==> src/rtl/div_seq.sv <==
// Sequential radix-2 restoring divider with joint-operand valid/ready handshakes.
// Produces {dz, rem, quot}; quotient truncates toward zero, remainder follows the dividend sign.
module div_seq #(
  parameter int unsigned DIN0_W      = 16,
  parameter int unsigned DIN1_W      = 16,
  parameter bit          DIN0_SIGNED = 1'b0,
  parameter bit          DIN1_SIGNED = 1'b0
) (
  input  logic                     clk,
  input  logic                     rst,
  input  logic [DIN0_W-1:0]        din0_data_i,
  input  logic                     din0_valid_i,
  output logic                     din0_ready_o,
  input  logic [DIN1_W-1:0]        din1_data_i,
  input  logic                     din1_valid_i,
  output logic                     din1_ready_o,
  output logic [DIN0_W+DIN1_W:0]   dout_data_o,
  output logic                     dout_valid_o,
  input  logic                     dout_ready_i
);

  localparam int unsigned CntW = $clog2(DIN0_W + 1);

  typedef enum logic [1:0] {StIdle, StCalc, StDone} state_e;

  state_e              state_q, state_d;
  logic [DIN0_W-1:0]   quot_q, quot_d;
  logic [DIN1_W-1:0]   rem_q, rem_d;
  logic [DIN1_W-1:0]   dvs_q, dvs_d;
  logic [CntW-1:0]     cnt_q, cnt_d;
  logic                neg_quot_q, neg_quot_d;
  logic                neg_rem_q, neg_rem_d;
  logic                dz_q, dz_d;

  logic                a_neg, b_neg, din_take;
  logic [DIN0_W-1:0]   a_mag;
  logic [DIN1_W-1:0]   b_mag, dz_rem, rem_sub;
  logic [DIN1_W:0]     trial;
  logic                trial_ge;
  logic [DIN0_W-1:0]   quot_out;
  logic [DIN1_W-1:0]   rem_out;

  assign a_neg = DIN0_SIGNED && din0_data_i[DIN0_W-1];
  assign b_neg = DIN1_SIGNED && din1_data_i[DIN1_W-1];
  assign a_mag = a_neg ? -din0_data_i : din0_data_i;
  assign b_mag = b_neg ? -din1_data_i : din1_data_i;

  // On divide-by-zero the remainder field carries the raw dividend, resized to DIN1_W.
  if (DIN0_W >= DIN1_W) begin : g_dz_trunc
    assign dz_rem = din0_data_i[DIN1_W-1:0];
  end else begin : g_dz_ext
    assign dz_rem = {{(DIN1_W - DIN0_W){1'b0}}, din0_data_i};
  end

  // Partial remainder stays below |divisor|, so the low DIN1_W bits of the difference suffice.
  assign trial    = {rem_q, quot_q[DIN0_W-1]};
  assign trial_ge = trial >= {1'b0, dvs_q};
  assign rem_sub  = trial[DIN1_W-1:0] - dvs_q;

  always_comb begin
    state_d    = state_q;
    quot_d     = quot_q;
    rem_d      = rem_q;
    dvs_d      = dvs_q;
    cnt_d      = cnt_q;
    neg_quot_d = neg_quot_q;
    neg_rem_d  = neg_rem_q;
    dz_d       = dz_q;
    din_take   = 1'b0;
    unique case (state_q)
      StIdle: begin
        din_take = din0_valid_i & din1_valid_i;
        if (din_take) begin
          dvs_d = b_mag;
          if (din1_data_i == '0) begin
            dz_d       = 1'b1;
            quot_d     = '1;
            rem_d      = dz_rem;
            neg_quot_d = 1'b0;
            neg_rem_d  = 1'b0;
            state_d    = StDone;
          end else begin
            dz_d       = 1'b0;
            quot_d     = a_mag;
            rem_d      = '0;
            neg_quot_d = a_neg ^ b_neg;
            neg_rem_d  = a_neg;
            cnt_d      = CntW'(DIN0_W);
            state_d    = StCalc;
          end
        end
      end
      StCalc: begin
        // Dividend bits shift out of the top of quot_q while quotient bits shift in below.
        quot_d = {quot_q[DIN0_W-2:0], trial_ge};
        rem_d  = trial_ge ? rem_sub : trial[DIN1_W-1:0];
        cnt_d  = cnt_q - CntW'(1);
        if (cnt_q == CntW'(1)) begin
          state_d = StDone;
        end
      end
      StDone: begin
        if (dout_ready_i) begin
          state_d = StIdle;
        end
      end
      default: state_d = StIdle;
    endcase
  end

  always_ff @(posedge clk) begin
    if (rst) begin
      state_q    <= StIdle;
      quot_q     <= '0;
      rem_q      <= '0;
      dvs_q      <= '0;
      cnt_q      <= '0;
      neg_quot_q <= 1'b0;
      neg_rem_q  <= 1'b0;
      dz_q       <= 1'b0;
    end else begin
      state_q    <= state_d;
      quot_q     <= quot_d;
      rem_q      <= rem_d;
      dvs_q      <= dvs_d;
      cnt_q      <= cnt_d;
      neg_quot_q <= neg_quot_d;
      neg_rem_q  <= neg_rem_d;
      dz_q       <= dz_d;
    end
  end

  assign quot_out     = neg_quot_q ? -quot_q : quot_q;
  assign rem_out      = neg_rem_q ? -rem_q : rem_q;
  assign dout_data_o  = {dz_q, rem_out, quot_out};
  assign dout_valid_o = (state_q == StDone);
  assign din0_ready_o = din_take & ~rst;
  assign din1_ready_o = din_take & ~rst;

endmodule

==> config.mk <==
export PLATFORM = sky130hd
export DESIGN_NAME = div_seq
export DESIGN_NICKNAME = d
export VERILOG_FILES = /design/src/rtl/div_seq.sv
export SDC_FILE = /design/constraint.sdc
export NUM_CORES = 1
export LEC_CHECK = 0
export CAP_MARGIN = 15
export CORE_UTILIZATION = 45
export DETAILED_ROUTE_END_ITERATION = 8
export PLACE_DENSITY = 0.75
export SYNTH_ARGS = -nofsm -noshare
export SYNTH_HDL_FRONTEND = slang
export SYNTH_SLANG_ARGS = --single-unit
==> constraint.sdc <==
create_clock -name clk -period 5.4 [get_ports clk]
set_input_delay 0.54 -clock clk [delete_from_list [all_inputs] [get_ports clk]]
set_output_delay 0.54 -clock clk [all_outputs]
set_load 0.005 [all_outputs]
Word level (Yosys, flattened, before mapping)
Cells that the tools add are included.
Storage, ports and cells
  input bits: 37
  flip-flop bits (word level): 56
  output and inout bits: 36
Cells by class
  reduce and logical (&&, ||, !) cells: 7
  eq/ne operators: 7
  add/sub/neg operators: 2
  multiplexer cells: 17
  $lt $le $gt $ge: 1
  bitwise operators: 3
Operators with widths (count)
  $mux 16: 5
  $pmux 16 s2: 2
  $ge 17x16->1: 1
  $logic_not 16->1: 1
  $sub 16x16->16: 1
  $mux 5: 2
  $pmux 5 s2: 1
  $mux 2: 4
  $ne 2x2->1 const B: 3
  $pmux 2 s3: 1
  $reduce_and 3->1: 2
  $eq 5x1->1 const B: 1
  $sub 5x1->5 const B: 1
  $reduce_and 2->1: 2
  $and 1x1->1: 2
  $eq 2x1->1 const B: 1
  $eq 2x2->1 const B: 1
  $logic_not 2->1: 1
  $mux 1: 2
  $ne 2x1->1 const B: 1
  $reduce_bool 2->1: 1
  $not 1->1: 1

Depth between registers and ports, before layout
  depth in word-level cells: 4
  depth in mapped cells: 10
  mapped depth without buffers: 10

Worst setup path before layout
Ideal clock, no wire load.
  path type: register to register
  from: register rem_q[3]
  to: register rem_q[8]
  arrival: 2.079 ns
  cell stages (with the launch flop): 9
  data required time: 5.278 ns
  setup slack: 3.199 ns
  path through: dfxtp_1 ha_1 a21o_1 a31oi_2 a211oi_2 nor3_2 a21oi_4 buf_8 a311o_1
On the way
  longest elaborated chain between the ends: 3
  elaborated cells on any way between the ends: 4
  classes of those cells: 1 x add/sub; 1 x order compare; 2 x mux
Ends and longest elaborated chain
  start: declaration: line 28  | logic [DIN1_W-1:0] rem_q, rem_d;
  start signal: assignment: line 124  | rem_q <= rem_d;
  $sub 16x16->16 or $ge 17x16->1 (tied branches): line 58, 57
  $mux 16 *: line 96  | rem_d = trial_ge ? rem_sub : trial[DIN1_W-1:0];
  $pmux 16 s2 *: line 70  | unique case (state_q)
Mark *: on every way between the ends. The rest lies on a longest branch, timed or not.
A chain may end at the register's enable or synchronous reset.

Worst setup path after layout
  from: input port din0_valid_i
  to: output port din1_ready_o
On the way
  longest elaborated chain between the ends: 3
Ends and longest elaborated chain
  start: declaration: line 12  | input logic din0_valid_i,
  $and 1x1->1: line 72  | din_take = din0_valid_i & din1_valid_i;
  $mux 1: line 70
  $and 1x1->1: line 138  | assign din1_ready_o = din_take & ~rst;
  end: declaration: line 16  | output logic din1_ready_o,
No other way between the ends.

==> impl_metrics.py <==
metrics = {
    "detailed_routing": {
        "ant_nets": 0,
        "routed_wl_mm": 8.86,
        "drtIter0Drc": 210,
        "vias": 3373,
        "route.detailed.drc": 0,
        "vias_per_cell": 5.56,
        "drt_first_pass_iters": 4,
        "drt-wirelength-per-cell_um": 14.6,
    },
    "global_routing": {
        "grt_use_total_pct": 22.1,
        "grt_start_max_net_pins": 44,
        "grt_overflow": 0,
        "grt_pass1_vias": 3200,
        "antenna_found_initial": 0,
        "grt_first_pass_wirelength_mm": 14.7,
    },
    "critical_path": {
        "cp-start-kind": "input port",
        "critPathArrivalTime_ns": 2.82,
        "path_class": "input port to primary output",
        "cp_max_fo": 27,
        "cp.required_ns": 4.86,
        "end_kind": "primary output",
    },
    "sta": {
        "hold_ws_ns": 0.459,
        "period_minus_slack_ns": 3.36,
        "worstMarginPinSlew_ns": 0.791,
        "slew_viol_final": 0,
        "slew-limit-headroom_pct": 47.1,
        "fin_tns_setup_ns": 0,
        "setup_viol": 0,
        "fin_crit_sh_pct": 62.2,
        "hold_viol_final": 0,
        "grt_setup_unrepaired": "false",
        "clock.fmax_ghz": 0.298,
        "finClkSkew_ns": 0.0153,
    },
    "synthesis": {
        "ys_types": 60,
        "synth_top_family_by_area": "compound AO/OA/AOI/OAI gates",
        "synth_top_area_share_pct": 32.3,
        "syn_nets": 505,
        "synth-xor-area-share_pct": 3.28,
        "synthAdderAreaFrac_pct": 7.07,
        "yosysSeqAreaShare_pct": 32.3,
        "yosysWarnings": 0,
        "synth_area_per_cell_um2": 7.72,
        "syn_area_mm2": 0.00347,
        "synth.area.mux_share_pct": 2.35,
        "synth_area_leaders": "dfxtp_1, nand2_1, ha_1",
        "synthFlopType": "dfxtp_1",
        "ys_async_sr_fraction_pct": 0,
        "yosys.area.top_type": "dfxtp_1",
        "yosys.area_share.simple_pct": 23.6,
        "synth_compound_area_share_pct": 25.0,
        "syn_inst": 449,
        "synth-seq-cells": 56,
        "synth_edf_count": 0,
    },
    "cells_and_area": {
        "n_fill_cell": 690,
        "antenna_cells": 0,
        "area_delta_synth_final_pct": 24.4,
        "mostFrequentLayoutCells": "nand2_1, clkdlybuf4s50_1, dfxtp_1, nor2_1, a21oi_1",
        "seqCellArea_mm2": 0.00112,
        "multi_input_area_mm2": 0.00213,
        "final_common_cell": "nand2_1",
        "drive_gt1_share_pct": 6.89,
        "final_area_mm2": 0.00431,
        "fin_nets": 563,
        "fin_util_pct": 58.8,
    },
    "place": {
        "place_congestion": 0.843,
        "dpl.hpwl_mm": 6.59,
        "dpl_cell_area_mm2": 0.00421,
        "io_buffers": 72,
    },
    "power": {
        "peakVddDrop_v": 0.000339,
        "p_leak_uw": 0.00164,
        "power_density_mw_per_mm2": 553,
    },
    "clock_network": {
        "clock_path_buffers": 2,
        "cts_root_buf": "clkbuf_8",
        "cts_resized": 0,
        "ctsHoldBuffers": 0,
        "clock_latency_ns": 0.32,
        "numCtsBuffers": 5,
        "cts_num_sinks": 56,
        "cts_tree": "yes",
        "cts_setup_buffers": 0,
        "clkTransAtPathRegs_ns": 0.10,
        "htreeDepth": 2,
    },
    "die": {
        "die_area_mm2": 0.00806,
        "dieWidth_um": 89.8,
        "core_area_mm2": 0.00733,
        "io_pins": 73,
        "num_rows": 31,
        "initial_core_util_pct": 47.3,
        "fp.dieH_um": 89.8,
    },
    "outcome": {
        "run_status": "completed",
    },
    "flow_run": {
        "cap_violations": 0,
    },
    "worst_hold_path": {
        "hp-class": "flip-flop to flip-flop",
    },
}
## cells in the mapped netlist (2+ instances only)
cell       n
nand2_1   79
dfxtp_1   56
nor2_1    45
a21oi_1   43
inv_1     23
clkbuf_1  18
ha_1      18
a311oi_1  14
a31oi_1   13
o21ai_0    9
nor3_1     8
a21o_1     7
mux2i_1    7
nor4_1     7
xnor2_1    7
nand2b_1   6
xor2_1     6
buf_2      5
nor2b_1    5
nand3b_1   4
o22ai_1    4
o31ai_1    4
or2_2      4
or3_1      4
a211oi_1   3
a211oi_2   3
nand3_1    3
nand4_1    3
o21a_1     3
a211o_1    2
a21oi_2    2
a22oi_1    2
a311o_1    2
and2_1     2
buf_4      2
nor3_2     2
## worst max-delay path, stage by stage
cell	delay (ns)
clkdlybuf4s50_1	0.45
a21oi_1	0.08
nor2_2	0.08
buf_4	0.29
nand2_1	0.53
nor2_1	0.29
clkdlybuf4s50_1	0.54
## through the flow
step,power (uW),setup slack (ns),std cells
finish,2380,2.04,607
global route,2580,1.84,607
CTS,2380,2.01,606
detailed placement,2130,2.04,598
global placement,2100,2.06,598
floorplan,1780,3.20,449
## per-layer routing
metal | track usage [%] | up-vias | part of all wire (%)
li1 | - | 1705 | -
met5 | 0 | - | 0
met1 | 28.8 | 1555 | 47
met2 | 37.0 | 109 | 46
met3 | 4.91 | 4 | 6.4
met4 | 5.74 | 0 | 0.71
## final cells by class
cell class	count	area share (%)
clock buffers	5	1.60
inverters	23	2.00
clock inverters	3	0.580
flip-flops and latches	56	26.0
repair buffers	78	17.6
multi-input cells	343	49.3
well taps	99	2.87
## flip-flops by register name (all words and copies together) (netlist names)
register	cells
dz_q	1
state_q	2
cnt_q	5
quot_q	16
rem_q	16
dvs_q	16
## where the power goes
part           switching, uW  total (uW)  internal, uW
Clock                    152         248          95.1
Combinational            845        1530           680
Sequential               100         611           512
## final timing paths
kind,from,to,slack [ns],depth (start not counted)
min,dvs_q[11],dvs_q[11],0.46,2
max reg2reg,dvs_q[1],rem_q[7],2.75,9
max,din0_valid_i,din1_ready_o,2.04,7
min reg2reg,dvs_q[11],dvs_q[11],0.46,2
## kinds of logic (layout without fill, tap and decap cells)
logic type	Yosys count	count (layout)
flops	56	56
simple gates	178	178
fa+ha+maj	19	19
xor+xnor	13	13
buf+inv	50	109
mux	8	8
compound gates	125	125
Note: power is estimated with default switching activity, not from simulation.
